==> src/rtl/seq_adder.sv <==
// seq_adder: multi-cycle adder/subtractor, DIGIT bits per clock, LSB first.
// Valid/ready handshakes on the request and result sides; reports carry-out
// and two's-complement overflow.
// Optional accumulate mode: define SEQ_ADDER_ACC_EN to build the accumulator.
// With that macro undefined, the acc input is ignored and A always comes from a.
module seq_adder #(
   parameter int unsigned WIDTH = 8,
   parameter int unsigned DIGIT = 2
) (
   input  logic             i_clk,
   input  logic             i_rst,
   input  logic             i_in_valid,
   output logic             o_in_ready,
   input  logic [WIDTH-1:0] i_a,
   input  logic [WIDTH-1:0] i_b,
   input  logic             i_cin,
   input  logic             i_sub,
   input  logic             i_acc,
   output logic             o_out_valid,
   input  logic             i_out_ready,
   output logic [WIDTH-1:0] o_sum,
   output logic             o_cout,
   output logic             o_ovf
);

   localparam int unsigned N    = WIDTH / DIGIT;
   localparam int unsigned CntW = (N > 1) ? $clog2(N) : 1;
   localparam logic [CntW-1:0] LastDigit = CntW'(N - 1);

   typedef enum logic [1:0] {StIdle, StRun, StDone} state_e;

   state_e                 r_state, w_state_d;
   logic [WIDTH-1:0]       r_a, w_a_d;
   logic [WIDTH-1:0]       r_b, w_b_d;
   logic [WIDTH-1:0]       r_res, w_res_d;
   logic                   r_carry, w_carry_d;
   logic                   r_cout, w_cout_d;
   logic                   r_ovf, w_ovf_d;
   logic [CntW-1:0]        r_cnt, w_cnt_d;

   logic [DIGIT:0]         w_dsum;
   logic [WIDTH+DIGIT-1:0] w_shift;
   logic                   w_msb_cin;
   logic                   w_accept;
   logic                   w_last;
   logic [WIDTH-1:0]       w_a_src;

   // Per-digit adder: low DIGIT bits of each operand plus the running carry.
   assign w_dsum  = {1'b0, r_a[DIGIT-1:0]} + {1'b0, r_b[DIGIT-1:0]}
                    + {{DIGIT{1'b0}}, r_carry};
   // New digit enters at the MSB end; the slice drops the oldest DIGIT bits.
   assign w_shift = {w_dsum[DIGIT-1:0], r_res};
   // Carry into the top bit recovered from its sum bit: s = a ^ b ^ c.
   assign w_msb_cin = r_a[DIGIT-1] ^ r_b[DIGIT-1] ^ w_dsum[DIGIT-1];
   assign w_last    = (r_state == StRun) && (r_cnt == LastDigit);
   assign w_accept  = i_in_valid && o_in_ready;

`ifdef SEQ_ADDER_ACC_EN
   logic [WIDTH-1:0] r_acc;

   // Accumulator takes the final sum on the edge that enters DONE.
   always_ff @(posedge i_clk) begin
      if (i_rst) begin
         r_acc <= '0;
      end else if (w_last) begin
         r_acc <= w_shift[WIDTH+DIGIT-1:DIGIT];
      end
   end

   assign w_a_src = i_acc ? r_acc : i_a;
`else
   logic w_unused_acc;
   assign w_unused_acc = i_acc;
   assign w_a_src      = i_a;
`endif

   // State and datapath registers; reset aborts any operation in flight.
   always_ff @(posedge i_clk) begin
      if (i_rst) begin
         r_state <= StIdle;
         r_a     <= '0;
         r_b     <= '0;
         r_res   <= '0;
         r_carry <= 1'b0;
         r_cout  <= 1'b0;
         r_ovf   <= 1'b0;
         r_cnt   <= '0;
      end else begin
         r_state <= w_state_d;
         r_a     <= w_a_d;
         r_b     <= w_b_d;
         r_res   <= w_res_d;
         r_carry <= w_carry_d;
         r_cout  <= w_cout_d;
         r_ovf   <= w_ovf_d;
         r_cnt   <= w_cnt_d;
      end
   end

   // Next-state, datapath next values and handshake outputs.
   always_comb begin
      w_state_d   = r_state;
      w_a_d       = r_a;
      w_b_d       = r_b;
      w_res_d     = r_res;
      w_carry_d   = r_carry;
      w_cout_d    = r_cout;
      w_ovf_d     = r_ovf;
      w_cnt_d     = r_cnt;
      o_in_ready  = 1'b0;
      o_out_valid = 1'b0;

      unique case (r_state)
         StIdle: begin
            // Reset is synchronous, but ready is masked so nothing looks accepted.
            o_in_ready = !i_rst;
            if (w_accept) begin
               w_a_d     = w_a_src;
               w_b_d     = i_sub ? ~i_b : i_b;
               w_carry_d = i_sub ? 1'b1 : i_cin;
               w_cnt_d   = '0;
               w_state_d = StRun;
            end
         end
         StRun: begin
            w_a_d     = r_a >> DIGIT;
            w_b_d     = r_b >> DIGIT;
            w_res_d   = w_shift[WIDTH+DIGIT-1:DIGIT];
            w_carry_d = w_dsum[DIGIT];
            w_cnt_d   = r_cnt + 1'b1;
            if (w_last) begin
               w_cout_d  = w_dsum[DIGIT];
               w_ovf_d   = w_msb_cin ^ w_dsum[DIGIT];
               w_cnt_d   = '0;
               w_state_d = StDone;
            end
         end
         StDone: begin
            o_out_valid = 1'b1;
            if (i_out_ready) begin
               w_state_d = StIdle;
            end
         end
         default: begin
            w_state_d = StIdle;
         end
      endcase
   end

   assign o_sum  = r_res;
   assign o_cout = r_cout;
   assign o_ovf  = r_ovf;

endmodule

==> config.mk <==
export PLATFORM = sky130hd
export DESIGN_NAME = seq_adder
export DESIGN_NICKNAME = d
export VERILOG_FILES = /design/src/rtl/seq_adder.sv
export SDC_FILE = /design/constraint.sdc
export NUM_CORES = 1
export LEC_CHECK = 0
export CAP_MARGIN = 20
export CORE_AREA = 2 2 40 79
export CTS_CLUSTER_DIAMETER = 40
export DETAILED_ROUTE_END_ITERATION = 16
export DIE_AREA = 0 0 42 81
export DONT_BUFFER_PORTS = 1
export PLACE_DENSITY_LB_ADDON = 0.1
export SYNTH_ARGS = -nofsm -noshare
export SYNTH_HDL_FRONTEND = slang
export SYNTH_SLANG_ARGS = --single-unit
==> constraint.sdc <==
create_clock -name i_clk -period 1.7 [get_ports i_clk]
set_input_delay 0.34 -clock i_clk [delete_from_list [all_inputs] [get_ports i_clk]]
set_output_delay 0.34 -clock i_clk [all_outputs]
set_load 0.02 [all_outputs]
# ---- Word-level counts from Yosys, hierarchy flattened
# Index checks and enable logic that the tools add are counted.
dict set report classes {
  add_sub_neg 3
  multipliers 0
  div 0
  order_cmp 0
  n_eq_ne 6
  shift 0
  n_mux 17
  bitwise 4
  n_reduce_logical 8
}
# op n
set op_table {}
lappend op_table {{$pmux 8 s2} 2}
lappend op_table {{$mux 8} 3}
lappend op_table {{$mux 2} 5}
lappend op_table {{$not 8->8} 1}
lappend op_table {{$ne 2x2->1 const B} 3}
lappend op_table {{$pmux 2 s3} 1}
lappend op_table {{$eq 2x2->1 const B} 2}
lappend op_table {{$mux 1} 4}
lappend op_table {{$pmux 2 s2} 1}
lappend op_table {{$reduce_and 2->1} 2}
lappend op_table {{$add 2x2->3} 1}
lappend op_table {{$add 3x1->3} 1}
lappend op_table {{$reduce_and 3->1} 1}
lappend op_table {{$xor 1x1->1} 3}
lappend op_table {{$add 2x1->2 const B} 1}
lappend op_table {{$eq 2x1->1 const B} 1}
lappend op_table {{$logic_and 1x1->1} 2}
lappend op_table {{$logic_not 2->1} 1}
lappend op_table {{$pmux 1 s2} 1}
lappend op_table {{$reduce_bool 2->1} 1}
lappend op_table {{$logic_not 1->1} 1}
dict set report word_totals {
  register_bits 31
  latch_bits 0
  ramBits 0
  romBits 0
  in_bits 23
  output_inout_bits 12
  elab_cells 46
  mem_count 0
}

# ---- Logic depth before layout (Yosys ltp)
dict set report logic_depth {
  ltp_word 5
  mapped_depth 6
  ltp_nobuf 6
}

# ---- Worst setup path before layout
# No wires, ideal clock.
dict set report synth_timing {
  kind {register to register}
  startpoint {register r_a[0]}
  endpoint {register r_ovf, in the netlist o_ovf}
  setup_ns 0.101
  arrival_ns 1.677
  t_required_ns 1.599
  slack_ns -0.078
  path_stages_with_launch 7
  n_path_buf 0
  period_less_slack_ns 1.778
  path_cell_list {dfxtp_1 inv_1 fa_1 fa_1 xor2_1 xnor2_1 o41ai_1}
}
dict set report synth_between {
  elab_chain_len 4
}
# element line
set synth_rtl {}
lappend synth_rtl {{start, declared} 33} ;# logic [WIDTH-1:0] r_a, w_a_d;
lappend synth_rtl {{start signal, assigned} 90} ;# r_a <= w_a_d;
lappend synth_rtl {{$add 2x2->3 (*)} 49} ;# assign w_dsum = {1'b0, r_a[DIGIT-1:0]} + {1'b0, r_b[DIGIT-1:0]}
lappend synth_rtl {{$add 3x1->3 (*)} 50} ;# + {{DIGIT{1'b0}}, r_carry};
lappend synth_rtl {{$xor 1x1->1} 54} ;# assign w_msb_cin = r_a[DIGIT-1] ^ r_b[DIGIT-1] ^ w_dsum[DIGIT-1];
lappend synth_rtl {{$xor 1x1->1 (*)} 133} ;# w_ovf_d = w_msb_cin ^ w_dsum[DIGIT];
lappend synth_rtl {{end signal, assigned} 95} ;# r_ovf <= w_ovf_d;
lappend synth_rtl {{end, declared} 38} ;# logic r_ovf, w_ovf_d;
# Every way passes the cells marked *; elsewhere a longest branch is shown, timed or not.
# A chain may end at the register's enable or synchronous reset.

# ---- Worst setup path after layout
# Same ends and word-level chain as after synthesis.

==> summary.md <==
| Metric | Value |
|---|---|
| Gr usage total | `18.39%` |
| Final ANT Viol Nets | `0` |
| Crit. End Element | `flip-flop` |
| H-tree lvl count | `2` |
| Crit path max fanout | `2` |
| Area of placed instances | `0.001539 mm²` |
| Cell area after synthesis | `0.001481 mm²` |
| Leakage | `0.5872 nW` |
| Largest family of logic cells by synthesized area | `simple AND/OR/NAND/NOR gates` |
| Initial Util | `52.20%` |
| IO buf count | `0` |
| Synth Area in Simple Gates | `20.44%` |
| Slew HR | `79.78%` |
| Fin worst setup slack | `-0.08142 ns` |
| Max frequency | `561.4 MHz` |
| Final setup vio count | `1` |
| Post-Syn Nets | `193` |
| Pre-CTS setup slack | `-0.07361 ns` |
| Die height | `81 µm` |
| Vias after detailed routing | `1146` |
| Critical Path Start | `r_a[0]$_SDFFE_PP0P_` |
| Cts bufs inserted | `5` |
| Vias/cell | `5.759` |
| #FFs+latches synth | `31` |
| Die width | `42 µm` |
| # IOs | `35` |
| Synthesis Warnings | `0` |
| Post-DR wirelength/cell | `14.49 µm` |
| Post-synth EDFFs | `0` |
| Slowest cell delay on critical path | `0.38 ns` |
| Root buffer cell | `clkbuf_8` |
| Antenna violations before repair | `0` |
| Number of antenna diodes | `0` |
| CP Buf/Inv Count | `1` |
| Share of the clock period used by the worst path | `104.8%` |
| DRC Markers | `0` |
| Final core occ | `58.29%` |
| RSZ-0062 raised after global routing | `true` |
| Commonest cells after routing, fill and taps aside | `29 x dfxtp_1, 25 x nand2_1, 14 x a21oi_1` |
| Slowest CP cell | `fa_2` |
| Mapped Cells | `166` |
| CTS Hold Bufs | `0` |
| Failing checks | `setup timing` |
| Final-stage net count | `195` |
| Die Area | `0.003402 mm²` |
| Worst-Margin Slew | `0.3030 ns` |
| Initial DRC count | `23` |
| Cell repeated most along the worst path | `fa_2` |
| Final wirelength | `2884 µm` |
| Overall Power | `1.647 mW` |
| Worst Setup Path Type | `reg -> reg` |
| Crit-path leading delay family | `adder cells` |
| Hold Startpoint | `i_rst` |
| Largest net degree at the start of global routing | `36` |
| HPWL after DPL | `1941 µm` |
| R2R Path Start | `r_a[0]$_SDFFE_PP0P_` |
| Max_cap viols | `0` |
| Vias in the first global route | `1059` |
| Reg clk slew, reported paths | `0.06 ns` |
| Most common cell after layout, fill and taps aside | `dfxtp_1` |
| Post-synthesis compound-gate area fraction | `17.31%` |
| Grt total ovfl | `0` |
| Core area | `0.002838 mm²` |
| CP cell instances | `inv_2 -> fa_2 -> fa_2 -> xor2_1 -> xnor2_1 -> o41ai_2` |
| Mux cell area share after synthesis | `2.027%` |
| Sequential share of the synthesized area | `41.89%` |
| CTS tree | `yes` |
| Worst hold-check path type | `in -> reg` |
| Final hold viol count | `0` |
| Clock sinks | `31` |
| Clock skew | `0.003122 ns` |
| Synth Area in Adders | `4.392%` |
| Status | `finished with violations` |
| Pins Over Slew Limit | `0` |
| Gpl congestion | `0.7114` |
| Asr flop ratio synth | `0%` |
| VDD IR-drop max | `0.8337 mV` |
| First-pass GRT wire length | `4767 µm` |
| Worst EP arrival | `1.97 ns` |
| Yosys cell types | `33` |
| Xor/xnor share of the synthesized area | `5.912%` |
| Most used DFF post-synth | `dfxtp_1` |
| Share of layout cells above drive strength 1 | `18.93%` |
| P&R area growth vs syn | `11.66%` |
| CP required | `1.88 ns` |
| Avg Synthesized Cell Area | `8.924 µm²` |
| CP startpoint kind | `flip-flop` |
| Final instance area | `0.001654 mm²` |
| Power Density | `995.6 mW/mm²` |
| TritonRoute pass-1 iters | `4` |
| Std cell rows | `28` |
| CTS max path bufs | `2` |
| Setup tns final | `-0.08142 ns` |
| Crit path time final | `1.781 ns` |
| Worst-Skew Late Latency | `0.28 ns` |
[synth_stat cells (2+ instances only)]
library cell  instances  area, µm²
dfxtp_1              31      620.6
nand2_1              25      93.84
a21oi_1              14      70.07
buf_2                 8      40.04
nand3_1               8      40.04
a22oi_1               7      52.55
inv_1                 7      26.28
nor3_1                7      35.03
xor2_1                7      61.31
a311oi_1              6      52.55
nor2_1                6      22.52
clkbuf_1              4      15.01
buf_6                 3      33.78
mux2i_1               3      30.03
nor3_2                3      30.03
xnor2_1               3      26.28
a2111oi_1             2      20.02
a211oi_1              2      15.01
a31oi_1               2      12.51
fa_1                  2      40.04
ha_1                  2      25.02
nand2b_1              2      12.51
nor2b_1               2      12.51
[state kept, by name, indices dropped and copies added (netlist names)]
| signal | cells |
|---|---|
| r_state | 2 |
| o_sum | 8 |
| r_b | 8 |
| o_ovf | 1 |
| r_a | 8 |
| r_carry | 1 |
| r_cnt | 2 |
| o_cout | 1 |
[layout make-up]
| cell class | instances | area [µm²] |
|---|---|---|
| fill | 261 | 1184 |
| multi-input combinational | 112 | 759.5 |
| inverter | 7 | 26.28 |
| sequential | 31 | 623.1 |
| clock buffer | 8 | 100.1 |
| timing repair buffer | 11 | 107.6 |
| tap | 30 | 37.54 |
[final timing paths]
check	to	slack, ns	cells past startpoint
max	o_ovf$_SDFFE_PP0P_	-0.08	6
min	r_a[5]$_SDFFE_PP0P_	0.12	1
max reg2reg	o_ovf$_SDFFE_PP0P_	-0.08	6
min reg2reg	r_b[3]$_SDFFE_PP0P_	0.46	2
[report_power, final]
group,leakage [nW],switching (mW),internal (mW),total (mW)
clock network,0.0515,0.260,0.369,0.629
logic,0.282,0.113,0.101,0.214
registers,0.254,0.0365,0.767,0.804
total,0.587,0.410,1.24,1.65
[per-stage QoR]
stage                     cells  hold slack, ns
after global routing        199          0.1131
after CTS                   199          0.1138
after floorplan             166          0.4437
final                       199          0.1218
after global placement      191          0.4114
after detailed placement    191          0.4141
[kinds of logic after synthesis]
logic type | count (synthesis)
compound gates | 37
xor+xnor | 10
fa+ha+maj | 4
buf+inv | 23
flops | 31
mux | 3
simple gates | 58
[routing by layer]
metal | track usage (%) | routed length [µm] | up-vias
li1 | - | - | 579
met1 | 21.78 | 1270 | 540
met2 | 30.94 | 1455 | 22
met3 | 4.222 | 107 | 5
met4 | 8.710 | 51 | 0
met5 | 0 | 0 | -
[repair_timing]
action | in CTS | in global routing
gates resized for setup | 2 | 4
buffers inserted | 0 | 0
endpoints found under the setup margin | 1 | 3
pin swaps | 0 | 5
Power figures use the tool's default switching activity.
